$ cat config.mk
export PLATFORM = sky130hd
export DESIGN_NAME = adbg_top_sel_flat
export DESIGN_NICKNAME = d
export VERILOG_FILES = /design/src/rtl/adbg_top_sel_if.sv /design/src/rtl/adbg_top_sel.sv /design/src/flat_wrapper.sv
export SDC_FILE = /design/constraint.sdc
export NUM_CORES = 1
export LEC_CHECK = 0
export BUFFER_PORTS_ARGS = -buffer_cell sky130_fd_sc_hd__buf_2
export CORE_MARGIN = 3
export CORE_UTILIZATION = 49
export DETAILED_ROUTE_END_ITERATION = 10
export PLACE_DENSITY_LB_ADDON = 0.12
export SLEW_MARGIN = 20
export SYNTH_ARGS = -nofsm -noshare
export SYNTH_HDL_FRONTEND = slang
export SYNTH_SLANG_ARGS = --single-unit
$ cat constraint.sdc
create_clock -name tck_i -period 1.98 [get_ports tck_i]
set_input_delay 0.198 -clock tck_i [delete_from_list [all_inputs] [get_ports tck_i]]
set_output_delay 0.198 -clock tck_i [all_outputs]
set_load 0.02 [all_outputs]
$ cat src/rtl/adbg_top_sel_if.sv
// adbg_top_sel_if: bundles the TAP-side and sub-module-side signals of the
// advanced debug top-level selector.
//   TAP side : tdi_i, tdo_o, shift_dr_i, capture_dr_i, update_dr_i,
//              pause_dr_i, debug_select_i
//   Modules  : data_register_o, module_select_o, module_tdo_i,
//              module_inhibit_i, module_id_o, sel_valid_o, sel_error_o
// master drives the selector inputs; slave is the selector itself.
interface adbg_top_sel_if #(
    parameter int unsigned NUM_MODULES = 4,
    parameter int unsigned ID_WIDTH    = 2,
    parameter int unsigned DATA_LEN    = 53
);
    logic                   tdi_i;
    logic                   tdo_o;
    logic                   shift_dr_i;
    logic                   capture_dr_i;
    logic                   update_dr_i;
    logic                   pause_dr_i;
    logic                   debug_select_i;
    logic [DATA_LEN-1:0]    data_register_o;
    logic [NUM_MODULES-1:0] module_select_o;
    logic [NUM_MODULES-1:0] module_tdo_i;
    logic [NUM_MODULES-1:0] module_inhibit_i;
    logic [ID_WIDTH-1:0]    module_id_o;
    logic                   sel_valid_o;
    logic                   sel_error_o;

    modport master (
        output tdi_i, shift_dr_i, capture_dr_i, update_dr_i, pause_dr_i, debug_select_i,
        output module_tdo_i, module_inhibit_i,
        input  tdo_o, data_register_o, module_select_o, module_id_o, sel_valid_o,
        input  sel_error_o
    );

    modport slave (
        input  tdi_i, shift_dr_i, capture_dr_i, update_dr_i, pause_dr_i, debug_select_i,
        input  module_tdo_i, module_inhibit_i,
        output tdo_o, data_register_o, module_select_o, module_id_o, sel_valid_o,
        output sel_error_o
    );
endinterface

$ cat src/rtl/adbg_top_sel.sv
// adbg_top_sel: parametrised top-level selector for the advanced debug
// interface. Owns the shared DR input shift register, the registered module
// ID with presence checking and a sticky selection-error flag, the one-hot
// module selects and the TDO return mux (status bit when nothing is selected).
//   tck_i : JTAG clock, all state on its rising edge
//   rst_i : asynchronous active-high reset
//   bus   : adbg_top_sel_if.slave (TAP flags, TDI/TDO, module-side signals)
module adbg_top_sel #(
    parameter int unsigned            NUM_MODULES = 4,
    parameter int unsigned            ID_WIDTH    = 2,
    parameter int unsigned            DATA_LEN    = 53,
    parameter logic [NUM_MODULES-1:0] MODULE_MASK = {NUM_MODULES{1'b1}},
    parameter int unsigned            RESET_ID    = 0
) (
    input logic            tck_i,
    input logic            rst_i,
    adbg_top_sel_if.slave  bus
);

    // True only for in-range IDs whose slot is populated.
    function automatic logic slot_present(input int unsigned id);
        logic present;
        present = 1'b0;
        for (int unsigned i = 0; i < NUM_MODULES; i++) begin
            if (id == i) present = MODULE_MASK[i];
        end
        return present;
    endfunction

    localparam logic                RESET_VALID = slot_present(RESET_ID);
    localparam logic [ID_WIDTH-1:0] RESET_ID_W  = ID_WIDTH'(RESET_ID);

    logic [DATA_LEN-1:0]    sr_q;
    logic [ID_WIDTH-1:0]    module_id_q;
    logic                   sel_valid_q;
    logic                   sel_error_q;
    logic                   stat_q;

    logic                   select_cmd;
    logic [ID_WIDTH-1:0]    id_in;
    logic                   inhibit;
    logic                   shift_en;
    logic                   capture_en;
    logic                   select_ev;
    logic                   id_ok;
    logic                   tdo_mod;
    logic [NUM_MODULES-1:0] select_vec;
    logic                   unused_pause;

    assign unused_pause = bus.pause_dr_i;

    assign select_cmd = sr_q[DATA_LEN-1];
    assign id_in      = sr_q[DATA_LEN-2 -: ID_WIDTH];
    // Unpopulated slots cannot block a selection.
    assign inhibit    = |(bus.module_inhibit_i & MODULE_MASK);
    assign shift_en   = bus.debug_select_i & bus.shift_dr_i;
    assign capture_en = bus.debug_select_i & bus.capture_dr_i;
    assign select_ev  = bus.debug_select_i & bus.update_dr_i & select_cmd & ~inhibit;
    assign id_ok      = slot_present(32'(id_in));

    always_ff @(posedge tck_i or posedge rst_i) begin
        if (rst_i) begin
            sr_q <= '0;
        end else if (shift_en) begin
            sr_q <= {bus.tdi_i, sr_q[DATA_LEN-1:1]};
        end
    end

    // A rejected ID is still latched so module_id_o shows what was attempted.
    always_ff @(posedge tck_i or posedge rst_i) begin
        if (rst_i) begin
            module_id_q <= RESET_ID_W;
            sel_valid_q <= RESET_VALID;
            sel_error_q <= 1'b0;
        end else if (select_ev) begin
            module_id_q <= id_in;
            sel_valid_q <= id_ok;
            sel_error_q <= ~id_ok;
        end
    end

    // Capture wins over shift so the status bit is the first bit out.
    always_ff @(posedge tck_i or posedge rst_i) begin
        if (rst_i) begin
            stat_q <= 1'b0;
        end else if (capture_en) begin
            stat_q <= sel_valid_q;
        end else if (shift_en) begin
            stat_q <= 1'b0;
        end
    end

    for (genvar g = 0; g < NUM_MODULES; g++) begin : g_select
        assign select_vec[g] = sel_valid_q & (module_id_q == ID_WIDTH'(g));
    end

    always_comb begin
        tdo_mod = 1'b0;
        for (int unsigned i = 0; i < NUM_MODULES; i++) begin
            if (module_id_q == ID_WIDTH'(i)) tdo_mod = bus.module_tdo_i[i];
        end
    end

    assign bus.tdo_o           = sel_valid_q ? tdo_mod : stat_q;
    assign bus.data_register_o = sr_q;
    assign bus.module_select_o = select_vec;
    assign bus.module_id_o     = module_id_q;
    assign bus.sel_valid_o     = sel_valid_q;
    assign bus.sel_error_o     = sel_error_q;

endmodule

$ cat src/flat_wrapper.sv
// flat-port wrapper written by rule: the top's interface ports become plain ports
module adbg_top_sel_flat 
#(
    parameter int unsigned            NUM_MODULES = 4,
    parameter int unsigned            ID_WIDTH    = 2,
    parameter int unsigned            DATA_LEN    = 53,
    parameter logic [NUM_MODULES-1:0] MODULE_MASK = {NUM_MODULES{1'b1}},
    parameter int unsigned            RESET_ID    = 0
)
  (tck_i, rst_i, bus_tdi_i, bus_shift_dr_i, bus_capture_dr_i, bus_update_dr_i, bus_pause_dr_i, bus_debug_select_i, bus_module_tdo_i, bus_module_inhibit_i, bus_tdo_o, bus_data_register_o, bus_module_select_o, bus_module_id_o, bus_sel_valid_o, bus_sel_error_o);
  adbg_top_sel_if #(.NUM_MODULES(NUM_MODULES), .ID_WIDTH(ID_WIDTH), .DATA_LEN(DATA_LEN)) bus_i ();
  input logic tck_i;
  input logic rst_i;
  input wire logic [$bits(bus_i.tdi_i)-1:0] bus_tdi_i;
  input wire logic [$bits(bus_i.shift_dr_i)-1:0] bus_shift_dr_i;
  input wire logic [$bits(bus_i.capture_dr_i)-1:0] bus_capture_dr_i;
  input wire logic [$bits(bus_i.update_dr_i)-1:0] bus_update_dr_i;
  input wire logic [$bits(bus_i.pause_dr_i)-1:0] bus_pause_dr_i;
  input wire logic [$bits(bus_i.debug_select_i)-1:0] bus_debug_select_i;
  input wire logic [$bits(bus_i.module_tdo_i)-1:0] bus_module_tdo_i;
  input wire logic [$bits(bus_i.module_inhibit_i)-1:0] bus_module_inhibit_i;
  output wire logic [$bits(bus_i.tdo_o)-1:0] bus_tdo_o;
  output wire logic [$bits(bus_i.data_register_o)-1:0] bus_data_register_o;
  output wire logic [$bits(bus_i.module_select_o)-1:0] bus_module_select_o;
  output wire logic [$bits(bus_i.module_id_o)-1:0] bus_module_id_o;
  output wire logic [$bits(bus_i.sel_valid_o)-1:0] bus_sel_valid_o;
  output wire logic [$bits(bus_i.sel_error_o)-1:0] bus_sel_error_o;
  assign bus_i.tdi_i = bus_tdi_i;
  assign bus_i.shift_dr_i = bus_shift_dr_i;
  assign bus_i.capture_dr_i = bus_capture_dr_i;
  assign bus_i.update_dr_i = bus_update_dr_i;
  assign bus_i.pause_dr_i = bus_pause_dr_i;
  assign bus_i.debug_select_i = bus_debug_select_i;
  assign bus_i.module_tdo_i = bus_module_tdo_i;
  assign bus_i.module_inhibit_i = bus_module_inhibit_i;
  assign bus_tdo_o = bus_i.tdo_o;
  assign bus_data_register_o = bus_i.data_register_o;
  assign bus_module_select_o = bus_i.module_select_o;
  assign bus_module_id_o = bus_i.module_id_o;
  assign bus_sel_valid_o = bus_i.sel_valid_o;
  assign bus_sel_error_o = bus_i.sel_error_o;
  adbg_top_sel #(.NUM_MODULES(NUM_MODULES), .ID_WIDTH(ID_WIDTH), .DATA_LEN(DATA_LEN), .MODULE_MASK(MODULE_MASK), .RESET_ID(RESET_ID)) u_core (.tck_i(tck_i), .rst_i(rst_i), .bus(bus_i));
endmodule
**Word level (Yosys, flattened, before mapping)**

Index checks and enable logic that the tools add are counted.

- Register bits: 58
- Output and inout port bits: 62
- Word-level logic and storage cells: 37
- Input bits: 16

- Multiplexer cells: 11
- Reduce and logical (&&, ||, !) cells: 4
- Bitwise operators: 11
- Equality and inequality tests: 6

Operators by type and width:

| cell | number |
|---|---|
| $mux 1 | 11 |
| $and 1x1->1 | 9 |
| $eq 2x2->1 const B | 4 |
| $eq 2x1->1 const B | 2 |
| $logic_not 2->1 | 2 |
| $reduce_or 4->1 | 1 |
| $not 1->1 | 2 |
| $reduce_bool 2->1 | 1 |

**Longest topological paths before layout**

Gate-level depths: netlist of run 1.

- Word-level depth: 6
- Gate-level depth with buffers: 3
- Depth with buffers taken out: 3

**Worst setup path before layout of run 1**

OpenSTA, ideal clock, no wires.

- Kind: register to output
- Start: register u_core.module_id_q[1] (netlist: u_core.bus.module_id_o[1])
- End: output bus_tdo_o
- Path slack: 0.599 ns
- Arrival time: 1.183 ns
- Buffers on the path: 1
- Stages on the path, launching flop included: 4
- Cells stage by stage: dfrtp_1 -> clkbuf_1 -> mux2i_1 -> o221ai_1

- Cells in the longest elaborated chain, start to end: 6

RTL lines:

| item | RTL line | RTL |
|---|---|---|
| from (decl) | adbg_top_sel.sv:34 | `logic [ID_WIDTH-1:0] module_id_q;` |
| from (signal assigned) | adbg_top_sel.sv:76 | `module_id_q <= id_in;` |
| $logic_not 2->1 | adbg_top_sel.sv:100 | `if (module_id_q == ID_WIDTH'(i)) tdo_mod = bus.module_tdo_i[i];` |
| $mux 1 (3 in a row) | adbg_top_sel.sv:100 |  |
| $mux 1 (*) | adbg_top_sel.sv:100 |  |
| $mux 1 (*) | adbg_top_sel.sv:104 | `assign bus.tdo_o = sel_valid_q ? tdo_mod : stat_q;` |
| to (decl) | flat_wrapper.sv:22 | `output wire logic [$bits(bus_i.tdo_o)-1:0] bus_tdo_o;` |

Every way passes the cells marked *; elsewhere a longest branch is shown, timed or not.

**Worst setup path after layout of run 1**

- Start: register u_core.sel_valid_q (netlist: u_core.bus.sel_valid_o)
- End: output bus_tdo_o

- Cells in the longest elaborated chain, start to end: 1

RTL lines:

| item | RTL line | RTL |
|---|---|---|
| from (decl) | adbg_top_sel.sv:35 | `logic sel_valid_q;` |
| from (signal assigned) | adbg_top_sel.sv:77 | `sel_valid_q <= id_ok;` |
| $mux 1 | adbg_top_sel.sv:104 |  |

No other way between the ends.

==> flow_metrics.py, run 1 <==
metrics = {
    "detailed_routing": {
        "antenna_left": 0,
        "vias": 1402,
        "firstDrtPassIters": 2,
        "drc": 0,
        "wl_um": 4140,
        "avgRoutedWirePerCell_um": 14.8,
        "via_per_inst": 5.01,
        "drtIter0Drc": 49,
    },
    "critical_path": {
        "cp.arrival_ps": 1360,
        "worst_path_largest_cell_delay_ps": 570,
        "critPathKind": "reg -> out",
        "required_ps": 1780,
        "cp_slowest_cell": "dfstp_2",
        "critPathCaptureType": "output pin",
        "timing.rr.start": "u_core.bus.data_register_o[52]",
        "path_max_fanout": 6,
        "startpoint": "u_core.bus.sel_valid_o",
        "worst-path-buf-inv": 1,
        "crit_path_start_kind": "flip-flop",
        "crit_chain": "nand2_1 > o221ai_1 > buf_2",
        "crit_family": "flip-flops",
    },
    "power_and_ir_drop": {
        "seq_power_share": 0.493,
        "p_total_mw": 3.01,
        "p_per_area_nw_per_um2": 1060,
        "p_sw_uw": 932,
        "intPower_mw": 2.08,
        "power_frac_comb": 0.225,
        "ir_worst_vdd_uv": 648,
        "p_leak_nw": 1.61,
        "switching_share": 0.310,
        "p_clk_frac": 0.281,
    },
    "global_routing": {
        "gr-total-overflow": 0,
        "antenna_found_initial": 0,
        "grt_pass1_wl_um": 6380,
        "grt_max_degree": 32,
        "grt_pass1_vias": 1364,
        "grt_usage": 0.160,
    },
    "cts": {
        "h-tree-depth": 3,
        "cts.path.max_buffers": 2,
        "tritoncts": "done",
        "clk_pin_slew_ps": 60,
        "post_cts_buffers": 0,
        "cts_buffers": 9,
        "worst_skew_pair.late_latency_ps": 320,
        "cts.sinks": 58,
        "clockRootBuffer": "clkbuf_8",
    },
    "hold_path": {
        "hold_path.startpoint": "bus_tdi_i",
        "min_path_type": "in -> reg",
    },
    "cells_and_area": {
        "final_nets": 240,
        "final_common_cell": "buf_2",
        "layout_common_cells": "buf_2 (76), dfrtp_1 (57), mux2_2 (55), clkbuf_8 (9)",
        "n_antenna_cell": 0,
        "fill_cells": 346,
        "drive_gt1_frac": 0.675,
        "area_growth_pct": 25.2,
    },
    "sta": {
        "relSlewSlack": 0.746,
        "worst-slew-pin-transition_ps": 381,
        "setup_viol": 0,
        "hold_viol": 0,
        "slew_viol_final": 0,
        "fmax_mhz": 643,
        "rsz0062_at_grt": "false",
        "skew_ps": 5.76,
        "finalSetupTns_ps": 0,
        "fin_crit_sh": 0.785,
        "period_needed_ps": 1550,
    },
    "logic_synthesis": {
        "ys_warn_count": 0,
        "synth_cell_type_count": 19,
        "ys_ff_latch": 58,
        "syn_inst": 138,
        "syn-num-nets": 154,
        "avgSynthCellArea_um2": 16.4,
        "synthesis.area_um2": 2260,
        "post-synth-top-area-cell": "dfrtp_1",
        "synth_top_cell_area_share": 0.631,
        "yosysSeqAreaShare": 0.643,
        "yosys-top-cells-area": "dfrtp_1 (63%), mux2_2 (27%), clkbuf_8 (1.8%), dfstp_2 (1.2%), buf_6 (1.0%)",
    },
    "die": {
        "coreArea_um2": 4410,
        "initial_utilization": 0.512,
        "die_x_um": 73.9,
        "num_io_pins": 78,
        "num_rows": 24,
        "dieArea_um2": 5460,
        "die_h_um": 73.9,
    },
    "placed_design": {
        "io_buffer_count": 76,
        "gp_congestion": 0.797,
        "dp_hpwl_um": 2920,
    },
    "outcome": {
        "outcome": "finished clean",
    },
    "job": {
        "cap_violations": 0,
    },
}
-- final cells by class --
cell class / count / area, um2 / area share
Clock buffer: 11 / 131 / 0.0464
Clock inverter: 4 / 20.0 / 0.00708
Inverter: 2 / 7.51 / 0.00265
Multi-Input combinational cell: 72 / 732 / 0.259
Sequential cell: 58 / 1450 / 0.513
Tap cell: 52 / 65.1 / 0.0230
Timing Repair Buffer: 81 / 420 / 0.149
-- cells in the mapped netlist --
cell	number
and4_2	1
buf_6	2
clkbuf_1	1
mux2i_1	2
nand2b_1	2
and2b_2	1
nand2_2	1
o21ai_0	1
dfrtp_1	57
or2_2	1
a32o_1	1
nand2_1	1
mux2_2	55
nor2_1	4
dfstp_2	1
inv_1	2
clkbuf_8	3
o221ai_1	1
nor4_1	1
-- what timing repair did --
item / 4_1_cts / 5_1_grt
endpoints found under the hold margin: 16 / 0
gates resized for setup: 0 / 0
hold buffers: 1 / 0
-- flip-flops by register name (all words and copies together) (netlist names) --
name and flops:
u_core.bus.module_id_o 2, u_core.bus.sel_valid_o 1, u_core.stat_q 1, u_core.bus.sel_error_o 1, u_core.bus.data_register_o 53
-- power by group through the flow --
| stage | registers, mW | logic [mW] | clock network [mW] |
|---|---|---|---|
| 2_1_floorplan | 1.68 | 0.260 | 0 |
| 3_3_place_gp | 1.49 | 0.678 | 0 |
| 3_5_place_dp | 1.50 | 0.686 | 0 |
| 4_1_cts | 1.48 | 0.691 | 0.881 |
| 5_1_grt | 1.51 | 0.728 | 0.936 |
| 6_report | 1.48 | 0.678 | 0.847 |
-- path summary, 6_finish.rpt --
check | to | slack, ps | cells past startpoint
min in group asynchronous | u_core.bus.data_register_o[37] | 410 | 3
min reg2reg | u_core.bus.sel_error_o | 500 | 1
max | bus_tdo_o | 430 | 3
max in group asynchronous | u_core.bus.data_register_o[43] | 900 | 4
min | u_core.bus.data_register_o[52] | 110 | 2
max reg2reg | u_core.bus.module_id_o[1] | 850 | 2
-- worst reg2reg max path, cell delays in order, from the launching register on --
cell     delay, ps
dfrtp_1        400
and4_2         270
mux2_2         340
-- per-stage QoR --
step	worst slack, ps	cells	area [um2]	hold slack, ps	utilization
floorplan	356	138	2260	348	-
CTS	396	280	2830	90.7	0.641
global route	356	280	2830	107	0.641
detailed placement	635	264	2670	194	0.604
finish	425	280	2830	112	0.641
global placement	671	264	2670	174	0.604
-- metal layers --
metal | part of all wire | GRT usage | vias up
met4 | 0.020 | 0.103 | 0
met1 | 0.42 | 0.185 | 679
li1 | - | - | 661
met2 | 0.47 | 0.255 | 55
met3 | 0.081 | 0.0534 | 7
met5 | 0 | 0 | -
-- logic make-up after synthesis --
| kind of cell | after synthesis | synth area share |
|---|---|---|
| AO/OA/AOI/OAI | 3 | 0.0105 |
| buffers and inverters | 8 | 0.0332 |
| flip-flops | 58 | 0.643 |
| multiplexers | 57 | 0.283 |
| AND/OR/NAND/NOR | 12 | 0.0305 |
Power figures use the tool's default switching activity.
==> run 2, diff against run 1 <==
Settings changed: CORE_UTILIZATION 49 to 44.
Clock period 1.98 ns to 1.31 ns, I/O delays scaled along.
==> run 2 against run 1 <==
Against the previous run:
- register-to-register slack worse by 620 ps
- core utilization decreased by 3.6 points
- die area up 10%
- cell area up 3.6%
- combinational power up 58%
- the run now ends with setup timing left
- via count decreased by 1.4%
- sequential share of layout area decreased by 1.7 points
- flip-flop and latch count stayed put
- critical path depth unchanged
- critical endpoint unchanged
- sequential power up 51%
==> flow_metrics.py, run 2 (synthesis results as in run 1) <==
metrics = {
    "detailed_routing": {
        "drc": 0,
        "avgRoutedWirePerCell_um": 13.6,
        "wl_um": 4020,
        "vias": 1382,
        "antenna_left": 0,
        "firstDrtPassIters": 3,
        "drtIter0Drc": 52,
        "via_per_inst": 4.68,
    },
    "power_and_ir_drop": {
        "power_frac_comb": 0.228,
        "intPower_mw": 3.28,
        "p_leak_nw": 1.63,
        "p_per_area_nw_per_um2": 1600,
        "switching_share": 0.302,
        "p_clk_frac": 0.296,
        "ir_worst_vdd_uv": 954,
        "p_sw_mw": 1.42,
        "seq_power_share": 0.476,
    },
    "placed_design": {
        "gp_congestion": 0.695,
        "io_buffer_count": 76,
        "dp_hpwl_um": 2810,
        "dp_cells": 278,
    },
    "sta": {
        "slew_viol_final": 0,
        "relSlewSlack": 0.804,
        "fmax_mhz": 692,
        "fin_crit_sh": 1.10,
        "skew_ps": 7.88,
        "period_needed_ps": 1450,
        "hold_viol": 0,
        "setup_viol": 5,
        "setup_slack_ps": -136,
        "worst-slew-pin-transition_ps": 294,
        "rsz0062_at_grt": "true",
    },
    "cells_and_area": {
        "final_nets": 240,
        "fill_cells": 401,
        "n_antenna_cell": 0,
        "largest_reg_flops": 53,
        "final_common_cell": "buf_2",
        "drive_gt1_frac": 0.693,
        "instances_no_fill": 295,
        "fin_util": 0.604,
        "layout_common_cells": "buf_2 (71), dfrtp_1 (56), mux2_2 (55), clkbuf_8 (11), buf_4 (6)",
        "area_growth_pct": 29.7,
    },
    "cts": {
        "h-tree-depth": 3,
        "cts.sinks": 58,
        "clk_pin_slew_ps": 60,
        "cts.path.max_buffers": 2,
        "clockRootBuffer": "clkbuf_8",
        "worst_skew_pair.late_latency_ps": 320,
        "cts_buffers": 9,
        "tritoncts": "done",
    },
    "die": {
        "num_rows": 25,
        "coreArea_um2": 4850,
        "initial_utilization": 0.466,
        "num_io_pins": 78,
        "die_x_um": 77.7,
        "dieArea_um2": 6030,
        "die_h_um": 77.7,
    },
    "critical_path": {
        "worst-path-buf-inv": 1,
        "crit_path_start_kind": "flip-flop",
        "crit_chain": "nand2b_1 > o221ai_2 > buf_4",
        "cp.arrival_ps": 1310,
        "crit_family": "flip-flops",
        "critPathCaptureType": "output pin",
        "worst_path_largest_cell_delay_ps": 560,
        "cp_slowest_cell": "dfstp_2",
        "critPathKind": "reg -> out",
        "path_max_fanout": 5,
        "required_ps": 1180,
    },
    "hold_path": {
        "min_path_type": "in -> reg",
    },
    "global_routing": {
        "grt_max_degree": 59,
        "gr-total-overflow": 0,
        "antenna_found_initial": 0,
        "grt_pass1_vias": 1483,
        "grt_pass1_wl_um": 6820,
        "grt_usage": 0.147,
    },
    "outcome": {
        "outcome": "complete, but fails checks",
        "violations": "setup timing",
    },
    "job": {
        "cap_violations": 0,
    },
}
-- run 2: cell count changes in the layout (fill, tap and decap cells not counted), moves of 2 or more --
cell / before / now
buf_4: 4 / 6
buf_12: 0 / 3
clkbuf_8: 9 / 11
buf_2: 76 / 71
-- run 2: final cells by class --
type | instances | area, um2 | area share
Clock buffer | 12 | 155 | 0.0529
Clock inverter | 3 | 15.0 | 0.00512
Inverter | 2 | 11.3 | 0.00384
Multi-Input combinational cell | 72 | 741 | 0.253
Sequential cell | 58 | 1450 | 0.496
Tap cell | 67 | 83.8 | 0.0286
Timing Repair Buffer | 81 | 470 | 0.161
-- run 2: routing by layer --
metal  global-route usage  vias to the layer above  part of all wire
met1                0.163                      667              0.42
met4               0.0907                        0             0.020
met2                0.242                       49              0.49
met3               0.0476                        8             0.073
li1                     -                      658                 -
met5                    0                        -                 0
-- run 2: path summary, 6_finish.rpt --
kind                            cells past startpoint                             end  slack (ps)                      startpoint
worst max-delay path                                3                       bus_tdo_o        -140          u_core.bus.sel_valid_o
worst min-delay path                                2  u_core.bus.data_register_o[52]          40                       bus_tdi_i
worst max register to register                      2       u_core.bus.module_id_o[0]         230  u_core.bus.data_register_o[52]
worst min register to register                      1          u_core.bus.sel_error_o         500          u_core.bus.sel_error_o
max in group asynchronous                           4          u_core.bus.sel_valid_o         580                           rst_i
min in group asynchronous                           4  u_core.bus.data_register_o[31]         430                           rst_i
-- run 2: power by group through the flow --
stage                     logic (mW)  registers [mW]  clock network [mW]
final                           1.07            2.24                1.39
after global routing            1.15            2.28                1.52
after floorplan                0.401            2.53                   0
after CTS                       1.09            2.25                1.43
after detailed placement        1.06            2.28                   0
after global placement          1.04            2.26                   0
-- run 2: what timing repair did --
item,CTS,global route
pin swaps,1,0
hold endpoints to repair,57,0
buffers inserted,1,0
resized for setup,7,0
hold buffers,1,0
setup endpoints to repair,5,5
-- run 2: per-stage QoR --
| step | total power [mW] | setup TNS [ps] | instance area, um2 | setup slack [ps] | hold WS [ps] |
|---|---|---|---|---|---|
| global route | 4.95 | -736 | 2930 | -224 | 37.6 |
| floorplan | 2.93 | 0 | 2270 | 86.2 | 224 |
| CTS | 4.77 | -361 | 2930 | -149 | 29.6 |
| detailed placement | 3.33 | 0 | 2730 | 72.2 | 237 |
| finish | 4.70 | -317 | 2930 | -136 | 44.9 |
| global placement | 3.30 | 0 | 2730 | 112 | 223 |
